$ cat src/rtl/mul_div_unit.sv
// mul_div_unit: iterative RV32M multiply/divide unit for the execute stage.
// Multiply is radix-2 shift-add and divide is restoring, both one bit per
// cycle on operand magnitudes, with the sign fix-up in a final CALC cycle.
// Divide-by-zero and signed overflow bypass the iteration and complete in a
// single cycle. Results return to writeback through a valid/ready handshake.
module mul_div_unit #(
    parameter int XLEN  = 32,
    parameter int CNT_W = $clog2(XLEN)
) (
    input  logic            clk,
    input  logic            rst_n,
    input  logic            req_valid,
    output logic            req_ready,
    input  logic [2:0]      req_fn,
    input  logic [XLEN-1:0] rs1_data,
    input  logic [XLEN-1:0] rs2_data,
    input  logic            flush,
    output logic            resp_valid,
    input  logic            resp_ready,
    output logic [XLEN-1:0] resp_data,
    output logic            busy
);

    localparam logic [XLEN-1:0] MIN_NEG = {1'b1, {(XLEN-1){1'b0}}};
    localparam logic [XLEN-1:0] ONES    = {XLEN{1'b1}};

    typedef enum logic [1:0] {
        IDLE = 2'd0,
        CALC = 2'd1,
        DONE = 2'd2
    } state_t;

    state_t state, state_nxt;

    // Latched operation. acc holds {partial, multiplier} for multiply and
    // {remainder, dividend/quotient} for divide; opb is the multiplicand or
    // divisor magnitude.
    logic [2:0]        fn_q;
    logic [XLEN-1:0]   opb;
    logic [2*XLEN-1:0] acc;
    logic [CNT_W-1:0]  cnt;
    logic              last;      // all XLEN iterations done; next CALC cycle finalises
    logic              res_neg;   // product / quotient must be negated
    logic              rem_neg;   // dividend was negative, remainder follows it

    // request decode
    logic            accept;
    logic            is_div;
    logic            rs1_sgn;
    logic            rs2_sgn;
    logic            neg1;
    logic            neg2;
    logic            div_zero;
    logic            div_ovf;
    logic            special;
    logic [XLEN-1:0] mag1;
    logic [XLEN-1:0] mag2;
    logic [XLEN-1:0] spec_data;

    // iteration datapath
    logic [XLEN:0]     mul_sum;
    logic [2*XLEN-1:0] mul_nxt;
    logic [XLEN:0]     div_sh;
    logic [XLEN:0]     div_dif;
    logic              div_ge;
    logic [2*XLEN-1:0] div_nxt;
    logic [2*XLEN-1:0] step_nxt;

    // sign fix-up and result select
    logic [2*XLEN-1:0] prod;
    logic [XLEN-1:0]   quo;
    logic [XLEN-1:0]   rem;
    logic [XLEN-1:0]   fin_data;

    // req_ready depends on state only, so there is no input-to-output path
    assign req_ready  = (state == IDLE);
    assign busy       = (state != IDLE);
    assign resp_valid = (state == DONE);

    assign accept = req_valid & req_ready & ~flush;
    assign is_div = req_fn[2];

    // Operand signedness from funct3: MULH/DIV/REM signed both, MULHSU rs1 only
    always_comb begin
        rs1_sgn = 1'b0;
        rs2_sgn = 1'b0;
        case (req_fn)
            3'b001, 3'b100, 3'b110: begin
                rs1_sgn = 1'b1;
                rs2_sgn = 1'b1;
            end
            3'b010:  rs1_sgn = 1'b1;
            default: ;
        endcase
    end

    assign neg1 = rs1_sgn & rs1_data[XLEN-1];
    assign neg2 = rs2_sgn & rs2_data[XLEN-1];
    assign mag1 = neg1 ? (~rs1_data + XLEN'(1)) : rs1_data;
    assign mag2 = neg2 ? (~rs2_data + XLEN'(1)) : rs2_data;

    // Overflow only exists for the signed divide pair (funct3 bit0 clear)
    assign div_zero = is_div & (rs2_data == '0);
    assign div_ovf  = is_div & ~req_fn[0] & (rs1_data == MIN_NEG) & (rs2_data == ONES);
    assign special  = div_zero | div_ovf;

    // Architecturally defined results for the divide corner cases; bit1 picks REM*
    always_comb begin
        spec_data = ONES;
        if (div_zero)
            spec_data = req_fn[1] ? rs1_data : ONES;
        else if (div_ovf)
            spec_data = req_fn[1] ? '0 : rs1_data;
    end

    // One shift-add or restoring-subtract step on the accumulator
    always_comb begin
        mul_sum  = {1'b0, acc[2*XLEN-1:XLEN]} + (acc[0] ? {1'b0, opb} : '0);
        mul_nxt  = {mul_sum, acc[XLEN-1:1]};
        div_sh   = {acc[2*XLEN-1:XLEN], acc[XLEN-1]};
        div_ge   = (div_sh >= {1'b0, opb});
        div_dif  = div_sh - {1'b0, opb};
        div_nxt  = {(div_ge ? div_dif[XLEN-1:0] : div_sh[XLEN-1:0]),
                    acc[XLEN-2:0], div_ge};
        step_nxt = fn_q[2] ? div_nxt : mul_nxt;
    end

    assign prod = res_neg ? (~acc + (2*XLEN)'(1)) : acc;
    assign quo  = res_neg ? (~acc[XLEN-1:0] + XLEN'(1)) : acc[XLEN-1:0];
    assign rem  = rem_neg ? (~acc[2*XLEN-1:XLEN] + XLEN'(1)) : acc[2*XLEN-1:XLEN];

    // Select the architectural result for the latched operation
    always_comb begin
        fin_data = prod[XLEN-1:0];
        case (fn_q)
            3'b000:                 fin_data = prod[XLEN-1:0];
            3'b001, 3'b010, 3'b011: fin_data = prod[2*XLEN-1:XLEN];
            3'b100, 3'b101:         fin_data = quo;
            default:                fin_data = rem;
        endcase
    end

    // State register
    always_ff @(posedge clk or negedge rst_n) begin
        if (!rst_n)
            state <= IDLE;
        else
            state <= state_nxt;
    end

    // Next state: flush beats the response handshake in CALC and DONE
    always_comb begin
        state_nxt = state;
        case (state)
            IDLE: begin
                if (accept)
                    state_nxt = special ? DONE : CALC;
            end
            CALC: begin
                if (flush)
                    state_nxt = IDLE;
                else if (last)
                    state_nxt = DONE;
            end
            DONE: begin
                if (flush || resp_ready)
                    state_nxt = IDLE;
            end
            default: state_nxt = IDLE;
        endcase
    end

    // Operand capture, iteration and result register
    always_ff @(posedge clk or negedge rst_n) begin
        if (!rst_n) begin
            fn_q      <= '0;
            opb       <= '0;
            acc       <= '0;
            cnt       <= '0;
            last      <= 1'b0;
            res_neg   <= 1'b0;
            rem_neg   <= 1'b0;
            resp_data <= '0;
        end else begin
            case (state)
                IDLE: begin
                    if (accept) begin
                        fn_q    <= req_fn;
                        res_neg <= neg1 ^ neg2;
                        rem_neg <= neg1;
                        cnt     <= CNT_W'(XLEN-1);
                        last    <= 1'b0;
                        if (is_div) begin
                            opb <= mag2;
                            acc <= {{XLEN{1'b0}}, mag1};
                        end else begin
                            opb <= mag1;
                            acc <= {{XLEN{1'b0}}, mag2};
                        end
                        if (special)
                            resp_data <= spec_data;
                    end
                end
                CALC: begin
                    if (!flush) begin
                        if (last) begin
                            resp_data <= fin_data;
                        end else begin
                            acc <= step_nxt;
                            if (cnt == '0)
                                last <= 1'b1;
                            else
                                cnt <= cnt - CNT_W'(1);
                        end
                    end
                end
                default: ;
            endcase
        end
    end

endmodule

$ cat config.mk
export PLATFORM = sky130hd
export DESIGN_NAME = mul_div_unit
export DESIGN_NICKNAME = d
export VERILOG_FILES = /design/src/rtl/mul_div_unit.sv
export SDC_FILE = /design/constraint.sdc
export NUM_CORES = 1
export LEC_CHECK = 0
export ABC_AREA = 1
export CAP_MARGIN = 20
export CORE_MARGIN = 2
export CORE_UTILIZATION = 54
export DETAILED_ROUTE_END_ITERATION = 12
export GPL_TIMING_DRIVEN = 0
export PLACE_DENSITY = 0.8
export SYNTH_ARGS = -nofsm -noshare
export SYNTH_HDL_FRONTEND = slang
export SYNTH_SLANG_ARGS = --single-unit
$ cat constraint.sdc
create_clock -name clk -period 2.04 [get_ports clk]
set_input_delay 0.408 -clock clk [delete_from_list [all_inputs] [get_ports clk]]
set_output_delay 0.408 -clock clk [all_outputs]
set_load 0.1 [all_outputs]
==> results of run 1 <==
timing repair:
action                                   CTS
setup buffers                            235
gates resized for setup                 1036
gates cloned                               9
endpoints found under the hold margin     40
hold buffers                               1
pin swaps                                268
endpoints found under the setup margin   164
cell families after synthesis:
family / after synthesis / share of synthesized area
buffers and inverters: 583 / 0.122
DFF: 141 / 0.186
and+or+nand+nor: 2225 / 0.499
adders and majority gates: 73 / 0.0489
xor gates and xnor gates: 48 / 0.0222
AOI/OAI and AO/OA: 412 / 0.122
layer usage:
layer / overflow / track usage
met2: 434 / 1.03
met5: 16 / 0.685
met3: 124 / 0.844
met1: 154 / 0.899
met4: 227 / 0.940
stage by stage:
step	utilization	hold WS [ns]	setup slack, ns	cells	cell area (um^2)
CTS	0.771	0.444	-0.353	4319	26600
floorplan	-	0.112	-0.0755	3482	19400
detailed placement	0.609	0.350	-1.04	4043	21000
global placement	0.608	0.463	-5.47	4042	21000
==> impl_metrics.py, run 1 <==
metrics = {
    "run_status": {
        "run_status": "aborted with a tool error",
        "lastStage": "5_1_grt",
        "firstError": "[ERROR GRT-0232] Routing congestion too high. Check the congestion heatmap in the GUI.",
    },
    "logic_synthesis": {
        "synth_flop_cell": "dfrtp_1",
        "async_flop_share": 1.00,
        "synthTopCellsByCount": "1178 x nand2_1, 455 x inv_1, 441 x nand3_1",
        "synth_cells": 3482,
        "synth_cell_type_count": 52,
        "synth_top_area_share": 0.233,
        "synth_nets": 3627,
        "ys.warnings.count": 0,
        "synth.avg_cell_area_um2": 5.45,
        "ys_seq_elements": 141,
        "synth_area_um2": 19000,
        "synth.largest_area_cell": "nand2_1",
        "synth-edff-count": 0,
        "synth.area.top_cells": "nand2_1 23%, dfrtp_1 19%, nand3_1 12%, inv_1 9.0%, nor2_1 8.4%",
        "ys_seq_area_frac": 0.186,
        "synth_most_common_cell": "nand2_1",
    },
    "floorplanning": {
        "die_y_um": 191,
        "io_pins": 107,
        "row_count": 68,
        "initial_utilization": 0.549,
        "die_x_um": 191,
    },
    "clocking": {
        "cts_root_buf": "clkbuf_16",
        "clock-sinks": 141,
        "ctsHtreeMaxLevel": 4,
        "cts_buffers": 17,
        "clockBufferDepth": 2,
    },
    "sta": {
        "crit_endpoint": "acc[41]$_DFFE_PN0P_/D",
        "worst_endpoint_kind": "register data pin",
    },
    "placement": {
        "dp_hpwl_um": 75400,
        "place_congestion": 1.16,
        "portBuffers": 105,
    },
    "global_routing": {
        "overflow": 955,
        "track_usage": 0.923,
        "grt_max_degree": 102,
    },
}
==> run 2: changes to the inputs <==
Settings changed: CORE_UTILIZATION 54 to 39, PLACE_DENSITY 0.8 to not set, PLACE_DENSITY_LB_ADDON set to 0.15.
Clock period 2.04 ns to 2.7 ns, I/O delays scaled along.
==> impl_metrics.py, run 2 <==
metrics = {
    "run_status": {
        "run_status": "complete, but fails checks",
        "violations": "negative setup slack",
    },
    "placement": {
        "dp_hpwl_um": 82400,
        "place_congestion": 1.04,
        "place_area_um2": 20800,
        "portBuffers": 105,
    },
    "logic_synthesis": {
        "synth_flop_cell": "dfrtp_1",
        "synth.avg_cell_area_um2": 5.45,
        "synth_cells": 3482,
        "ys.warnings.count": 0,
        "synth-edff-count": 0,
        "ys_seq_area_frac": 0.186,
        "synth_nets": 3627,
        "synthTopCellsByCount": "1178 x nand2_1, 455 x inv_1, 441 x nand3_1",
        "synth.largest_area_cell": "nand2_1",
        "ys_seq_elements": 141,
        "synth_cell_type_count": 52,
        "async_flop_share": 1.00,
        "synth.area.top_cells": "nand2_1 23%, dfrtp_1 19%, nand3_1 12%, inv_1 9.0%, nor2_1 8.4%",
        "synth_most_common_cell": "nand2_1",
        "synth_top_area_share": 0.233,
        "synth_area_um2": 19000,
    },
    "clocking": {
        "clock-sinks": 141,
        "cts_tree": "built",
        "path_clk_slew_ns": 0.07,
        "hold_buffers": 0,
        "cts_root_buf": "clkbuf_16",
        "cts_buffers": 17,
        "clockBufferDepth": 2,
        "ctsHtreeMaxLevel": 4,
        "insertion_delay_ns": 0.48,
    },
    "sta": {
        "tightest_slew_ns": 0.994,
        "fmax_ghz": 0.367,
        "fin_crit_sh": 1.01,
        "maxSlewHeadroom": 0.336,
        "grt_setup_unrepaired": "true",
        "final.min_clock_period_ns": 2.72,
        "timing.final.ws_setup_ns": -0.0235,
        "finalHoldViolations": 0,
        "setup_tns_ns": -0.0235,
        "report.final.slew_viol_count": 0,
        "fin_skew_ns": 0.0173,
        "setup_viol": 1,
    },
    "finish": {
        "layout_commonest_cell": "nand2_1",
        "fin_nets": 3795,
        "final_cell_mix": "1153 x nand2_1, 449 x inv_1, 432 x nand3_1, 386 x nor2_1, 157 x a21oi_1",
        "syn_to_final_growth_pct": 19.9,
        "finish.utilization": 0.475,
        "top_register": "acc",
        "design_area_um2": 22700,
        "drive_above_1_share": 0.100,
        "largest_register_ffs": 64,
        "largest_registers": "acc (64), opb (32), resp_data (32)",
    },
    "global_routing": {
        "grt_pass1_wl_um": 145000,
        "first_global_vias": 22200,
        "grt_max_degree": 95,
        "track_usage": 0.392,
        "antenna_found_initial": 1,
        "overflow": 0,
    },
    "pwr": {
        "p_leak_nw": 11.3,
        "vdd_drop_max_v": 0.00167,
        "powerDensity_nw_per_um2": 1440,
    },
    "route": {
        "vias_per_cell": 5.74,
        "first_iter_violations": 3147,
        "vias": 24600,
        "wire_per_inst_um": 23.5,
        "drtPass1Iterations": 6,
        "drc": 0,
        "drt_wl_total_um": 101000,
        "ant_nets": 0,
    },
    "job": {
        "maxCapViolCount": 0,
    },
    "worst_setup_path": {
        "crit_path_max_incr_delay_ns": 0.82,
        "critPathTopFamily": "buffers and inverters",
        "r2r_slack_ns": -0.02,
        "cp_slowest_cell": "clkdlybuf4s15_1",
        "worstSetupPathType": "reg -> reg",
        "worst_r2r_path_depth": 6,
        "end_kind": "flop",
        "required_ns": 3.07,
        "cp-start-kind": "flop",
        "critPathArrivalTime_ns": 3.09,
        "reg2reg_to": "acc[42]",
        "path_cells": "inv_2, clkbuf_1, clkdlybuf4s15_1, o21ai_0, nand3_1, o21ai_1",
        "critPathBufInv": 3,
        "timing.rr.start": "fn_q[2]",
        "critPathMaxFanout": 10,
    },
    "hold_path": {
        "hold_path_class": "in -> async",
    },
    "floorplanning": {
        "core_area_um2": 47800,
        "initial_utilization": 0.396,
        "io_pins": 107,
        "die-area_um2": 50400,
        "die_y_um": 225,
        "die_x_um": 225,
        "row_count": 80,
    },
}
[run 2: cell counts after synthesis]
No cell type changed its count.
[run 2: report_power, final]
part,switching (mW),leakage (nW),internal (mW),total (mW)
Sequential,1.67,1.66,3.15,4.82
Combinational,18.0,9.31,7.47,25.5
Clock,1.20,0.302,1.34,2.54
[run 2: cell type report]
cell class	instances	area (um^2)
clock buffer	17	425
inverter	472	1770
clock inverter	15	193
fill	5250	25100
sequential	141	3580
buffer	111	578
multi-input combinational	2758	14000
timing repair buffer	149	1440
antenna	1	2.50
tap	615	769
[run 2: how the worst max path moves through the flow]
stage	start	end	slack [ns]	cells after the start
final	fn_q[2]	acc[42]	-0.02	6
after global routing	acc[0]	acc[54]	-0.04	19
after CTS	acc[0]	resp_data[0]	-0.03	13
after detailed placement	rs2_data[0]	resp_data[0]	-0.72	14
after global placement	rst_n	resp_data[22]	-5.07	1
after floorplan	state[1]	resp_valid	0.43	2
[run 2: what timing repair did]
item	CTS	global route
resized for setup	88	170
gates cloned	0	0
hold endpoints to repair	0	0
pin swaps	0	14
setup endpoints to repair	71	75
buffers inserted	5	38
[run 2: kinds of logic after synthesis]
logic type                 count (synthesis)  share of synthesized area
buffers and inverters                    583                      0.122
AOI/OAI and AO/OA                        412                      0.122
xor gates and xnor gates                  48                     0.0222
and+or+nand+nor                         2225                      0.499
DFF                                      141                      0.186
adders and majority gates                 73                     0.0489
[run 2: routing by layer]
metal  GRT usage  up-vias  routed length, um
met5           0        -                 63
met4       0.182        2               5520
met3      0.0951      232              10800
met2       0.585     1358              41800
met1       0.532    11400              42400
li1            -    11600                  -
[run 2: through the flow]
stage	setup slack [ns]	power, mW	cells	hold WS [ns]
2_1_floorplan	0.429	19.2	3482	0.244
3_3_place_gp	-5.07	27.3	4202	0.466
3_5_place_dp	-0.721	27.2	4203	0.469
4_1_cts	-0.0258	30.3	4240	0.0174
5_1_grt	-0.0420	34.8	4278	0.0498
6_report	-0.0235	32.8	4279	0.00781
Power figures use the tool's default switching activity.
